--- src/rtl/puzzle_pkg.sv ---
// Shared types and constants for the puzzle grid core: FSM states, LFSR seed/taps
// and counter widths.
package puzzle_pkg;

  typedef enum logic [1:0] {
    ST_IDLE     = 2'd0,
    ST_SCRAMBLE = 2'd1,
    ST_PLAY     = 2'd2,
    ST_WON      = 2'd3
  } state_t;

  // Galois right-shift form of x^16+x^14+x^13+x^11+1 (bits 15,13,12,10).
  localparam logic [15:0] LFSR_SEED = 16'hACE1;
  localparam logic [15:0] LFSR_TAPS = 16'hB400;

  localparam int MOVE_CNT_W = 16;
  localparam int SCR_CNT_W  = 8;

endpackage

--- src/rtl/puzzle_lfsr.sv ---
// Free-running 16-bit Galois LFSR, reloaded with the seed while reset is low.
module puzzle_lfsr
  import puzzle_pkg::*;
(
  input  logic        clk,
  input  logic        reset,
  output logic [15:0] out
);

  logic [15:0] lfsr_reg;
  logic [15:0] lfsr_next;

  // Shift right; the bit falling out of bit 0 is folded back in at every tap.
  for (genvar gi = 0; gi < 16; gi++) begin : g_bit
    if (gi == 15) begin : g_top
      assign lfsr_next[gi] = LFSR_TAPS[gi] & lfsr_reg[0];
    end else begin : g_mid
      assign lfsr_next[gi] = lfsr_reg[gi+1] ^ (LFSR_TAPS[gi] & lfsr_reg[0]);
    end
  end

  always_ff @(posedge clk or negedge reset) begin
    if (!reset) begin
      lfsr_reg <= LFSR_SEED;
    end else begin
      lfsr_reg <= lfsr_next;
    end
  end

  assign out = lfsr_reg;

endmodule

--- src/rtl/puzzle_grid_core.sv ---
// Modular row/column shift puzzle with LFSR scrambler and win detection.
// Define MOVE_COUNTER_EN to build the player move counter; otherwise move_count is 0.
module puzzle_grid_core
  import puzzle_pkg::*;
#(
  parameter int GRID_N         = 4,
  parameter int STATE_W        = 2,
  parameter int SCRAMBLE_MOVES = 16
) (
  input  logic                             clk,
  input  logic                             reset,
  input  logic                             fire,
  input  logic [GRID_N-1:0]                sel,
  input  logic                             is_col,
  input  logic                             add_n,
  input  logic                             scramble_start,
  output logic [GRID_N*GRID_N*STATE_W-1:0] board_state,
  output logic                             error,
  output logic                             busy,
  output logic                             win,
  output logic [MOVE_CNT_W-1:0]            move_count
);

  localparam int                   CELLS      = GRID_N * GRID_N;
  localparam int                   BOARD_W    = CELLS * STATE_W;
  localparam logic [SCR_CNT_W-1:0] SCR_TARGET = SCR_CNT_W'(SCRAMBLE_MOVES);
  localparam logic [STATE_W-1:0]   CELL_ONE   = STATE_W'(1);

  state_t               state_reg;
  state_t               state_next;
  logic [15:0]          lfsr_out;
  logic                 lfsr_unused;
  logic                 fire_prev_reg;
  logic                 fire_edge;
  logic                 pend_reg;
  logic                 pend_col_reg;
  logic                 pend_dec_reg;
  logic [GRID_N-1:0]    pend_mask_reg;
  logic [SCR_CNT_W-1:0] scr_cnt_reg;
  logic [BOARD_W-1:0]   board_reg;
  logic [BOARD_W-1:0]   board_next;
  logic                 zero_reg;
  logic                 accept_move;
  logic                 play_apply;
  logic                 scr_move;
  logic                 scr_enter;
  logic [GRID_N-1:0]    scr_mask;
  logic [GRID_N-1:0]    mv_mask;
  logic                 mv_en;
  logic                 mv_col;
  logic                 mv_dec;

  puzzle_lfsr u_lfsr (
    .clk   (clk),
    .reset (reset),
    .out   (lfsr_out)
  );

  assign lfsr_unused = ^lfsr_out[15:4];

  assign error     = (sel == '0) || ((sel & (sel - GRID_N'(1))) != '0);
  assign fire_edge = fire & ~fire_prev_reg;

  always_ff @(posedge clk or negedge reset) begin
    if (!reset) begin
      state_reg <= ST_IDLE;
    end else begin
      state_reg <= state_next;
    end
  end

  // A fire edge is only captured here; the board changes one edge later.
  always_comb begin
    state_next  = state_reg;
    busy        = 1'b0;
    win         = 1'b0;
    accept_move = 1'b0;
    play_apply  = 1'b0;
    scr_move    = 1'b0;
    scr_enter   = 1'b0;
    unique case (state_reg)
      ST_IDLE: begin
        if (scramble_start) begin
          state_next = ST_SCRAMBLE;
          scr_enter  = 1'b1;
        end
      end
      ST_SCRAMBLE: begin
        busy = 1'b1;
        if ((scr_cnt_reg >= SCR_TARGET) && !zero_reg) begin
          state_next = ST_PLAY;
        end else begin
          scr_move = 1'b1;
        end
      end
      ST_PLAY: begin
        if (scramble_start) begin
          state_next = ST_SCRAMBLE;
          scr_enter  = 1'b1;
        end else begin
          play_apply = pend_reg;
          if (zero_reg) begin
            state_next = ST_WON;
          end else begin
            accept_move = fire_edge && !error;
          end
        end
      end
      ST_WON: begin
        win = 1'b1;
        if (scramble_start) begin
          state_next = ST_SCRAMBLE;
          scr_enter  = 1'b1;
        end
      end
      default: state_next = ST_IDLE;
    endcase
  end

  always_ff @(posedge clk or negedge reset) begin
    if (!reset) begin
      fire_prev_reg <= 1'b0;
      pend_reg      <= 1'b0;
      pend_col_reg  <= 1'b0;
      pend_dec_reg  <= 1'b0;
      pend_mask_reg <= '0;
    end else begin
      fire_prev_reg <= fire;
      pend_reg      <= accept_move;
      if (accept_move) begin
        pend_col_reg  <= is_col;
        pend_dec_reg  <= ~add_n;
        pend_mask_reg <= sel;
      end
    end
  end

  always_ff @(posedge clk or negedge reset) begin
    if (!reset) begin
      scr_cnt_reg <= '0;
    end else if (scr_enter) begin
      scr_cnt_reg <= '0;
    end else if (scr_move && (scr_cnt_reg != '1)) begin
      scr_cnt_reg <= scr_cnt_reg + SCR_CNT_W'(1);
    end
  end

  // Scrambler line index is LFSR bits [3:1] folded onto the grid size.
  for (genvar gi = 0; gi < GRID_N; gi++) begin : g_scr_mask
    assign scr_mask[gi] = ((32'(lfsr_out[3:1]) % GRID_N) == gi);
  end

  assign mv_en   = scr_move | play_apply;
  assign mv_col  = scr_move ? lfsr_out[0] : pend_col_reg;
  assign mv_dec  = scr_move ? 1'b0 : pend_dec_reg;
  assign mv_mask = scr_move ? scr_mask : pend_mask_reg;

  for (genvar gi = 0; gi < CELLS; gi++) begin : g_cell
    localparam int ROW = gi / GRID_N;
    localparam int COL = gi % GRID_N;
    logic               hit;
    logic [STATE_W-1:0] cur;
    assign cur = board_reg[gi*STATE_W +: STATE_W];
    assign hit = mv_en && (mv_col ? mv_mask[COL] : mv_mask[ROW]);
    assign board_next[gi*STATE_W +: STATE_W] =
      !hit ? cur : (mv_dec ? cur - CELL_ONE : cur + CELL_ONE);
  end

  // zero_reg always mirrors board_reg, so the FSM sees the flag of the current board.
  always_ff @(posedge clk or negedge reset) begin
    if (!reset) begin
      board_reg <= '0;
      zero_reg  <= 1'b1;
    end else begin
      board_reg <= board_next;
      zero_reg  <= (board_next == '0);
    end
  end

  assign board_state = board_reg;

`ifdef MOVE_COUNTER_EN
  logic [MOVE_CNT_W-1:0] move_cnt_reg;

  always_ff @(posedge clk or negedge reset) begin
    if (!reset) begin
      move_cnt_reg <= '0;
    end else if (scr_enter) begin
      move_cnt_reg <= '0;
    end else if (play_apply && (move_cnt_reg != '1)) begin
      move_cnt_reg <= move_cnt_reg + MOVE_CNT_W'(1);
    end
  end

  assign move_count = move_cnt_reg;
`else
  assign move_count = '0;
`endif

endmodule

--- config.mk ---
export PLATFORM = sky130hd
export DESIGN_NAME = puzzle_grid_core
export DESIGN_NICKNAME = d
export VERILOG_FILES = /design/src/rtl/puzzle_pkg.sv /design/src/rtl/puzzle_lfsr.sv /design/src/rtl/puzzle_grid_core.sv
export SDC_FILE = /design/constraint.sdc
export NUM_CORES = 1
export LEC_CHECK = 0
export ABC_AREA = 1
export ABC_CLOCK_PERIOD_IN_PS = 4900
export CAP_MARGIN = 5
export CORE_AREA = 2 2 96 98
export CTS_CLUSTER_DIAMETER = 200
export DETAILED_ROUTE_END_ITERATION = 6
export DIE_AREA = 0 0 98 100
export PLACE_DENSITY = 0.69
export SLEW_MARGIN = 20
export SYNTH_ARGS = -nofsm -noshare
export SYNTH_HDL_FRONTEND = slang
export SYNTH_SLANG_ARGS = --single-unit
--- constraint.sdc ---
create_clock -name clk -period 4.9 [get_ports clk]
set_clock_uncertainty 0.2 [all_clocks]
set_input_delay 0.735 -clock clk [delete_from_list [all_inputs] [get_ports clk]]
set_output_delay 0.735 -clock clk [all_outputs]
set_load 0.01 [all_outputs]
======== Word level (Yosys, flattened, before mapping) ========
Cells that the tools add are included.
storage, ports and cells
  bits in registers ....................... 67
  input port bits ......................... 10
  word-level logic and storage cells ...... 159
  output and inout port bits .............. 51
operators by class
  bitwise logic cells ..................... 8
  multiplexer cells ....................... 65
  equal/unequal tests ..................... 10
  add/sub/neg operators ................... 34
  $lt $le $gt $ge ......................... 1
  reductions and logical operators ........ 31
operators by type and width
  operator                                                            number
  2-to-1 mux 2 bit                                                    36
  logical NOT 32 bit                                                  2
  adder 2 x 1 -> 2 bit (second input constant)                        16
  subtractor 2 x 1 -> 2 bit (second input constant)                   16
  2-to-1 mux 1 bit                                                    25
  logical AND 1 bit                                                   19
  2-to-1 mux 8 bit                                                    2
  adder 8 x 1 -> 8 bit (second input constant)                        1
  == test 2 bit (second input constant)                               4
  greater-or-equal comparator 8 x 5 -> 1 bit (second input constant)  1
  != test 8 bit (second input constant)                               1
  case mux 2 bit (3 select lines)                                     1
  bitwise AND 4 bit                                                   1
  == test 2 x 1 -> 1 bit (second input constant)                      2
  logical NOT 4 bit                                                   1
  2-to-1 mux 4 bit                                                    1
  nonzero test 4 bit                                                  1
  subtractor 4 x 1 -> 4 bit (second input constant)                   1
  != test 3 bit (second input constant)                               1
  AND reduction 3 bit                                                 1
  OR reduction 3 bit                                                  1
  bitwise XOR 1 bit                                                   3
  logical NOT 1 bit                                                   2
  logical NOT 2 bit                                                   1
  8 further kinds                                                     9

======== Logic depth before layout (Yosys ltp) ========
Gate-level depths: netlist of the first run.
  word-level depth ........................ 9
  depth in mapped cells ................... 17
  depth with buffers taken out ............ 17

======== Modules after synthesis ========
A second synthesis of the first run with hierarchy kept.
unflattened totals
  cell total of the unflattened synthesis .. 511
  area total of the unflattened synthesis .. 3,945.0 um^2
modules (own cells, without submodules)
  module            seq. area each (um^2)  times used  area an instance (um^2)  cells an instance
  puzzle_grid_core  1,277.5                1           3,388.2                  469
  puzzle_lfsr       410.4                  1           556.8                    42

======== Worst setup path before layout of the first run ========
OpenSTA, ideal clock, no wires.
  kind .................................... register -> register
  start point ............................. register state_reg[0]
  end point ............................... register scr_cnt_reg[7]
  required time ........................... 4.565 ns
  library setup time ...................... 0.135 ns
  cell stages (with the launch flop) ...... 11
  period minus slack after synthesis ...... 2.219 ns
  path slack .............................. 2.681 ns
  data arrival time ....................... 1.884 ns
  buffers on the path ..................... 1
  path through ............................ dfrtp_1 ha_1 buf_4 nor2_1 inv_1 nand2_1 nand2_1 nor2_1 nand2_1 nor3b_1 nor3_1
on the way
  word-level cells in the longest chain between the ends .. 4
  elaborated cells on any way between the ends .. 10
  classes of those cells .................. eq/ne: 3; mux: 3; reduce/logical: 4
ends and longest elaborated chain
  element                                                                  RTL line                 text
  from (decl)                                                              puzzle_grid_core.sv:29   state_t state_reg;
  from (signal assigned)                                                   puzzle_grid_core.sv:68   state_reg <= state_next;
  == test 2 bit (tied with other cells)                                    puzzle_grid_core.sv:81   unique case (state_reg)
  OR reduction 3 bit (no line) / 2-to-1 mux 1 bit (equally long branches)  n/a
  2-to-1 mux 1 bit / logical AND 1 bit (equally long branches)             n/a
  2-to-1 mux 8 bit / nonzero test 2 bit (equally long branches)            n/a
  to (signal assigned)                                                     puzzle_grid_core.sv:144  scr_cnt_reg <= scr_cnt_reg + SCR_CNT_W'(1);
  to (decl)                                                                puzzle_grid_core.sv:39   logic [SCR_CNT_W-1:0] scr_cnt_reg;
Parallel ways exist; a longest one is shown, timed or not.
A chain may end at the register's enable or synchronous reset.

======== Final worst setup path of the first run ========
  start point ............................. input sel[3]
  end point ............................... output error
on the way
  word-level cells in the longest chain between the ends .. 4
  elaborated cells on any way between the ends .. 5
  classes of those cells .................. add/sub: 1; bitwise: 1; reduce/logical: 3
ends and longest elaborated chain
  element                    RTL line                text
  from (decl)                puzzle_grid_core.sv:13  input logic [GRID_N-1:0] sel,
  subtractor 4 x 1 -> 4 bit  puzzle_grid_core.sv:61  assign error = (sel == '0) || ((sel & (sel - GRID_N'(1))) != '0);
  bitwise AND 4 bit          puzzle_grid_core.sv:61
  nonzero test 4 bit         puzzle_grid_core.sv:61
  logical OR 1 bit (*)       puzzle_grid_core.sv:61
  to (decl)                  puzzle_grid_core.sv:18  output logic error,
Mark *: on every way between the ends. The rest lies on a longest branch, timed or not.

==> run_results.csv, run 1 <==
group,metric,value,unit
outcome,status,"completed",
worst_setup_path,worstReg2RegStart,"state_reg[1]$_DFFE_PN0P_",
worst_setup_path,critPathMaxFanout,3,
floorplanning,placementRows,35,
cells_and_area,nFillCells,861,
floorplanning,initial_core_util,0.4372,
synth,netlist_top_cells_area,"dfrtp_1 (37%), nand2_1 (14%), dfstp_2 (6.1%)",
clock_tree,post_cts_resized,0,
worst_setup_path,max_stage_delay,0.59,ns
global_route,antenna_found_initial,0,
detailed_routing,drc_errors,0,
flow_run,maxCapViolations,0,
worst_setup_path,cp.buffers_inverters,2,
hold_path,hp-start,"u_lfsr.out[8]$_DFF_PN0_",
synth,syn_inst,470,
worst_setup_path,crit_path_top_delay_cell,"clkdlybuf4s50_1",
clock_tree,ctsLongestPathBuffers,2,
worst_setup_path,cp-start-kind,"primary input",
worst_setup_path,end_kind,"output pin",
clock_tree,cts_made_buffers,9,
power,ir_worst_vdd,0.0002055,V
detailed_routing,wl_per_cell,12.48,um
timing,hold_violations,0,
timing,period_share,0.6381,
synth,netlist_area,3886,um^2
timing,tightest_slew,0.7912,ns
detailed_routing,vias_per_cell,4.770,
power,power.density,716.6,nW/um^2
timing,period_minus_slack,3.127,ns
cells_and_area,finish.instance_area,4568,um^2
power,total_leakage_power,0.002315,uW
detailed_routing,vias,3029,
cells_and_area,register_area,1688,um^2
floorplanning,die_w,98,um
floorplanning,ios,61,
placement,placed_cell_area,4340,um^2
hold_path,hp-class,"reg -> reg",
timing,max_freq,319.8,MHz
cells_and_area,areaGrowthSynthToFinish,17.55,%
clock_tree,cts_tree,"done",
worst_setup_path,crit_top_cell,"clkdlybuf4s50_1",
synth,ys_async_sr_fraction,1.000,
timing,worst_slack,1.773,ns
synth,synth.ff_latch_count,67,
cells_and_area,instances_no_fill,635,
floorplanning,dieHeight,100,um
global_route,grt_pass1_wl,13.58,mm
global_route,overflow,0,
placement,routabilityCongestion,0.7616,
detailed_routing,drtIter0Drc,99,
cells_and_area,largest_reg_flops,32,
placement,dp_cells,619,
detailed_routing,ant_nets,0,
synth,syn_avg_cell_area,8.269,um^2
floorplanning,core_area,8890,um^2
worst_setup_path,crit_chain,"clkdlybuf4s50_1 -> xor2_1 -> o21ai_0 -> clkdlybuf4s50_1",
synth,synth_edf_count,0,
worst_setup_path,crit_family,"buffers and inverters",
worst_setup_path,critPathArrivalTime,2.19,ns
synth,synth-warning-count,0,
cells_and_area,drive_gt1_frac,0.1641,
worst_setup_path,worstPathRequired,3.96,ns
clock_tree,cts_setup_buffers,0,
timing,setup_tns,0,ns
placement,dpl_worst_slack,1.768,ns
worst_setup_path,reg2regPathDepth,14,
timing,finalMaxSlewViolations,0,
synth,seq_area_frac_synth,0.4343,
clock_tree,path_clk_slew,0.07,ns
worst_setup_path,path_class,"in -> out",
worst_setup_path,worst-path-stages,4,
synth,synthDistinctLibCells,35,
worst_setup_path,reg2reg_slack,2.08,ns
clock_tree,root_buffer,"clkbuf_8",
global_route,grt_start_max_net_pins,43,
hold_path,hold_path_end,"u_lfsr.out[7]$_DFF_PN1_",
global_route,grt_pass1_vias,2917,
cells_and_area,multiInputGateArea,1849,um^2
synth,synth_top_area_cell,"dfrtp_1",
clock_tree,cts_max_level,3,
cells_and_area,diodes,0,
global_route,groute.usage.overall,0.1728,
synth,synth-main-ff-cell,"dfrtp_1",
worst_setup_path,r2r_end,"zero_reg$_DFF_PN1_",
detailed_routing,drtPass1Iterations,4,
hold_path,whs_path_depth,0,
timing,setup_viol,0,
synth,synth_top_area_frac,0.3735,
clock_tree,cts_sinks,67,
placement,hpwl,5.721,mm
detailed_routing,finalWirelength,7.927,mm
cells_and_area,fin_nets,534,
clock_tree,ctsHoldBuffers,0,
floorplanning,die_area,9800,um^2
clock_tree,insertion_delay,0.34,ns
timing,rsz0062_at_grt,"false",
timing,slew_headroom,0.4725,
placement,portBuffers,44,
==> Yosys cell counts, types with 4 or more instances <==
| cell type | n |
|---|---|
| nand3_1 | 35 |
| nand3_4 | 4 |
| buf_4 | 17 |
| dfstp_2 | 9 |
| nand2_4 | 16 |
| dfrtp_1 | 58 |
| ha_1 | 5 |
| xor2_1 | 11 |
| a21oi_1 | 6 |
| o21ai_0 | 11 |
| nand2_2 | 24 |
| nand3_2 | 8 |
| nor2_1 | 40 |
| nand2_1 | 140 |
| inv_1 | 53 |
| inv_2 | 4 |
| nor3_1 | 5 |
==> cell type report <==
cell class,count,area share
repair buffers,46,0.09860
multi-input cells,338,0.4048
clock buffers,12,0.03396
clock inverters,4,0.01589
flip-flops and latches,67,0.3695
inverters,57,0.04684
well taps,111,0.03040
==> how the worst max path moves through the flow <==
stage	startpoint	endpoint
after floorplan	state_reg[0]$_DFFE_PN0P_	scr_cnt_reg[7]$_DFFE_PN0P_
after global placement	sel[3]	error
after detailed placement	sel[3]	error
after CTS	sel[3]	error
after global routing	sel[3]	error
final	sel[3]	error
==> power breakdown <==
part | total (uW) | internal [uW] | switching (uW)
Sequential | 911 | 732 | 179
Clock | 528 | 314 | 215
Combinational | 1830 | 739 | 1100
Total | 3270 | 1780 | 1490
==> placed cells by master, fill, tap and decap left out, types with 5 or more instances in the layout <==
cell | netlist | routed
nor2_1 | 40 | 40
nor3_1 | 5 | 5
dfstp_2 | 9 | 9
xor2_1 | 11 | 11
clkbuf_8 | 0 | 11
nand3_2 | 8 | 8
nand2_1 | 140 | 140
ha_1 | 5 | 5
nand3_1 | 35 | 35
o21ai_0 | 11 | 11
conb_1 | 1 | 16
clkdlybuf4s50_1 | 0 | 43
dfrtp_1 | 58 | 58
inv_1 | 53 | 53
nand2_4 | 16 | 16
a21oi_1 | 6 | 6
nand2_2 | 24 | 24
==> stage by stage <==
stage	power, uW	hold slack [ns]	utilization
2_1_floorplan	2252	0.1312	-
3_3_place_gp	2692	0.1384	0.4882
3_5_place_dp	2762	0.1388	0.4882
4_1_cts	3304	0.1572	0.5139
5_1_grt	3567	0.1606	0.5139
6_report	3274	0.1543	0.5139
==> cells by family (layout without fill, tap and decap cells) <==
kind of cell	after synthesis	count (layout)	share of synthesized area
buffers and inverters	80	119	0.1043
AOI/OAI and AO/OA	24	24	0.03381
DFF	67	67	0.4343
other	1	16	0.0009649
xor gates and xnor gates	14	14	0.04250
and+or+nand+nor	279	279	0.3680
adders and majority gates	5	5	0.01610
==> layer usage <==
layer | GRT usage | part of all wire
met1 | 0.2239 | 0.46
met2 | 0.2798 | 0.49
met3 | 0.04039 | 0.034
met5 | 0 | 0
met4 | 0.07372 | 0.018
No activity file was read; power rests on OpenSTA's default activity.
==> run 2, diff against run 1 <==
--- a/config.mk
+++ b/config.mk
@@ -6,13 +6,13 @@
 export NUM_CORES = 1
 export LEC_CHECK = 0
 export ABC_AREA = 1
-export ABC_CLOCK_PERIOD_IN_PS = 4900
+export ABC_CLOCK_PERIOD_IN_PS = 2700
 export CAP_MARGIN = 5
 export CORE_AREA = 2 2 96 98
 export CTS_CLUSTER_DIAMETER = 200
 export DETAILED_ROUTE_END_ITERATION = 6
 export DIE_AREA = 0 0 98 100
-export PLACE_DENSITY = 0.69
+export PLACE_DENSITY = 0.72
 export SLEW_MARGIN = 20
 export SYNTH_ARGS = -nofsm -noshare
 export SYNTH_HDL_FRONTEND = slang
==> constraint.sdc (replaced) <==
create_clock -name clk -period 2.7 [get_ports clk]
set_clock_uncertainty 0.2 [all_clocks]
set_input_delay 0.405 -clock clk [delete_from_list [all_inputs] [get_ports clk]]
set_output_delay 0.405 -clock clk [all_outputs]
set_load 0.01 [all_outputs]
==> run 2 against run 1 <==
Against the previous run:
- critical path depth unchanged
- die area unchanged
- worst hold slack about the same
- sequential power up 78%
- setup slack worse by 1.6 ns
- total power up 81%
- critical path type unchanged
- critical endpoint unchanged
- largest cell class unchanged
- highest routed layer unchanged
==> run_results.csv, run 2 (same netlist as run 1, synthesis figures left out) <==
group,metric,value,unit
cells_and_area,mostFrequentLayoutCells,"nand2_1 (140), dfrtp_1 (58), inv_1 (53), clkdlybuf4s50_1 (43), nor2_1 (40)",
floorplanning,die_area,9800,um^2
worst_setup_path,max_stage_delay,0.59,ns
floorplanning,placementRows,35,
worst_setup_path,path_class,"in -> out",
detailed_routing,met1Wirelength,3.634,mm
worst_setup_path,worstReg2RegStart,"state_reg[1]$_DFFE_PN0P_",
placement,routabilityCongestion,0.8109,
cells_and_area,final_common_cell,"nand2_1",
timing,period_share,0.9173,
worst_setup_path,crit_chain,"clkdlybuf4s50_1 -> xor2_1 -> o21ai_0 -> clkdlybuf4s50_1",
detailed_routing,ant_nets,0,
clock_tree,cts_sinks,67,
worst_setup_path,crit_top_cell,"clkdlybuf4s50_1",
clock_tree,cts_tree,"done",
hold_path,whs_path_depth,0,
timing,finalMaxSlewViolations,0,
clock_tree,cts_made_buffers,9,
global_route,antenna_found_initial,0,
power,power.total,5936,uW
cells_and_area,nFillCells,834,
detailed_routing,drtIter0Drc,119,
worst_setup_path,end_kind,"output pin",
floorplanning,core_area,8890,um^2
detailed_routing,wl_per_cell,12.68,um
worst_setup_path,critPathArrivalTime,1.87,ns
hold_path,hold_path_end,"u_lfsr.out[8]$_DFF_PN0_",
global_route,grt_pass1_wl,14.01,mm
timing,rsz0062_at_grt,"false",
detailed_routing,vias,3070,
worst_setup_path,crit_path_top_delay_cell,"clkdlybuf4s50_1",
global_route,overflow,0,
clock_tree,ctsLongestPathBuffers,2,
hold_path,hp-start,"u_lfsr.out[9]$_DFF_PN0_",
worst_setup_path,cp.buffers_inverters,2,
clock_tree,cts_max_level,3,
worst_setup_path,critPathMaxFanout,3,
worst_setup_path,reg2reg_slack,0.27,ns
power,total_leakage_power,0.002348,uW
outcome,status,"completed",
global_route,grt_start_max_net_pins,26,
timing,setup_viol,0,
detailed_routing,drtPass1Iterations,4,
timing,period_minus_slack,2.477,ns
power,power.density,1285,nW/um^2
hold_path,hp-class,"reg -> reg",
power,ir_worst_vdd,0.0003866,V
timing,setup_tns,0,ns
placement,portBuffers,44,
cells_and_area,diodes,0,
clock_tree,root_buffer,"clkbuf_8",
global_route,groute.usage.overall,0.1796,
worst_setup_path,r2r_end,"zero_reg$_DFF_PN1_",
timing,max_freq,403.7,MHz
placement,hpwl,6.062,mm
cells_and_area,largest_reg_flops,32,
timing,hold_violations,0,
detailed_routing,vias_per_cell,4.767,
detailed_routing,finalWirelength,8.168,mm
clock_tree,path_clk_slew,0.07,ns
worst_setup_path,reg2regPathDepth,15,
detailed_routing,drc_errors,0,
cells_and_area,drive_gt1_frac,0.1782,
detailed_routing,routed-wl-met3,419,um
worst_setup_path,crit_family,"buffers and inverters",
worst_setup_path,worstPathRequired,2.10,ns
floorplanning,ios,61,
floorplanning,dieHeight,100,um
clock_tree,insertion_delay,0.35,ns
cells_and_area,areaGrowthSynthToFinish,18.87,%
floorplanning,die_w,98,um
global_route,grt_pass1_vias,2989,
flow_run,maxCapViolations,0,
detailed_routing,topRoutingLayerUsed,"met4",
worst_setup_path,cp-start-kind,"primary input",
floorplanning,initial_core_util,0.4372,
cells_and_area,fin_nets,543,
detailed_routing,wl_met2,3.904,mm
run 2: area by class of cell:
type	instances	area, um^2	area share
repair buffers	55	533.0	0.1154
well taps	111	138.9	0.03006
clock buffers	11	141.4	0.03061
inverters	57	214.0	0.04632
flip-flops and latches	67	1688	0.3654
multi-input cells	338	1852	0.4009
clock inverters	5	52.55	0.01138
run 2: worst max path at each step:
| stage | start | to | depth (start not counted) |
|---|---|---|---|
| 3_3_place_gp | state_reg[1]$_DFFE_PN0P_ | zero_reg$_DFF_PN1_ | 16 |
| 6_report | sel[3] | error | 4 |
| 3_5_place_dp | state_reg[1]$_DFFE_PN0P_ | zero_reg$_DFF_PN1_ | 15 |
| 5_1_grt | state_reg[1]$_DFFE_PN0P_ | zero_reg$_DFF_PN1_ | 15 |
| 4_1_cts | state_reg[1]$_DFFE_PN0P_ | busy | 3 |
| 2_1_floorplan | state_reg[0]$_DFFE_PN0P_ | scr_cnt_reg[7]$_DFFE_PN0P_ | 10 |
run 2: where the power goes:
group          internal, uW  switching [uW]  leakage (uW)
Sequential             1330             290      0.000823
Clock                   447             389     0.0000991
Combinational          1420            2060       0.00143
Total                  3200            2740       0.00235
run 2: timing repair:
item                       4_1_cts  5_1_grt
setup endpoints to repair        0        1
hold endpoints to repair        12        0
gates resized for setup          0        1
hold buffers                     1        0
buffers inserted                 0        0
run 2: per-stage QoR:
step	setup WS, ns	area (um^2)	util	instances	hold slack [ns]
5_1_grt	0.05991	4619	0.5196	644	0.1597
6_report	0.2232	4619	0.5196	644	0.1545
4_1_cts	0.1231	4617	0.5194	644	0.1584
3_5_place_dp	0.1611	4413	0.4964	627	0.1402
2_1_floorplan	0.4806	3943	-	485	-0.09059
3_3_place_gp	0.2253	4413	0.4964	627	0.1371
run 2: per-layer routing:
| metal | up-vias | track usage |
|---|---|---|
| met5 | - | 0 |
| met4 | 0 | 0.08761 |
| met3 | 17 | 0.03830 |
| met2 | 82 | 0.2972 |
| met1 | 1425 | 0.2251 |
| li1 | 1546 | - |
==> run 3, diff against run 2 <==
--- a/config.mk
+++ b/config.mk
@@ -7,7 +7,7 @@
 export LEC_CHECK = 0
 export ABC_AREA = 1
 export ABC_CLOCK_PERIOD_IN_PS = 2700
-export CAP_MARGIN = 5
+export CAP_MARGIN = 0
 export CORE_AREA = 2 2 96 98
 export CTS_CLUSTER_DIAMETER = 200
 export DETAILED_ROUTE_END_ITERATION = 6
==> results of run 3 <==
Final layout, timing and power as in run 2 (identical DEF).
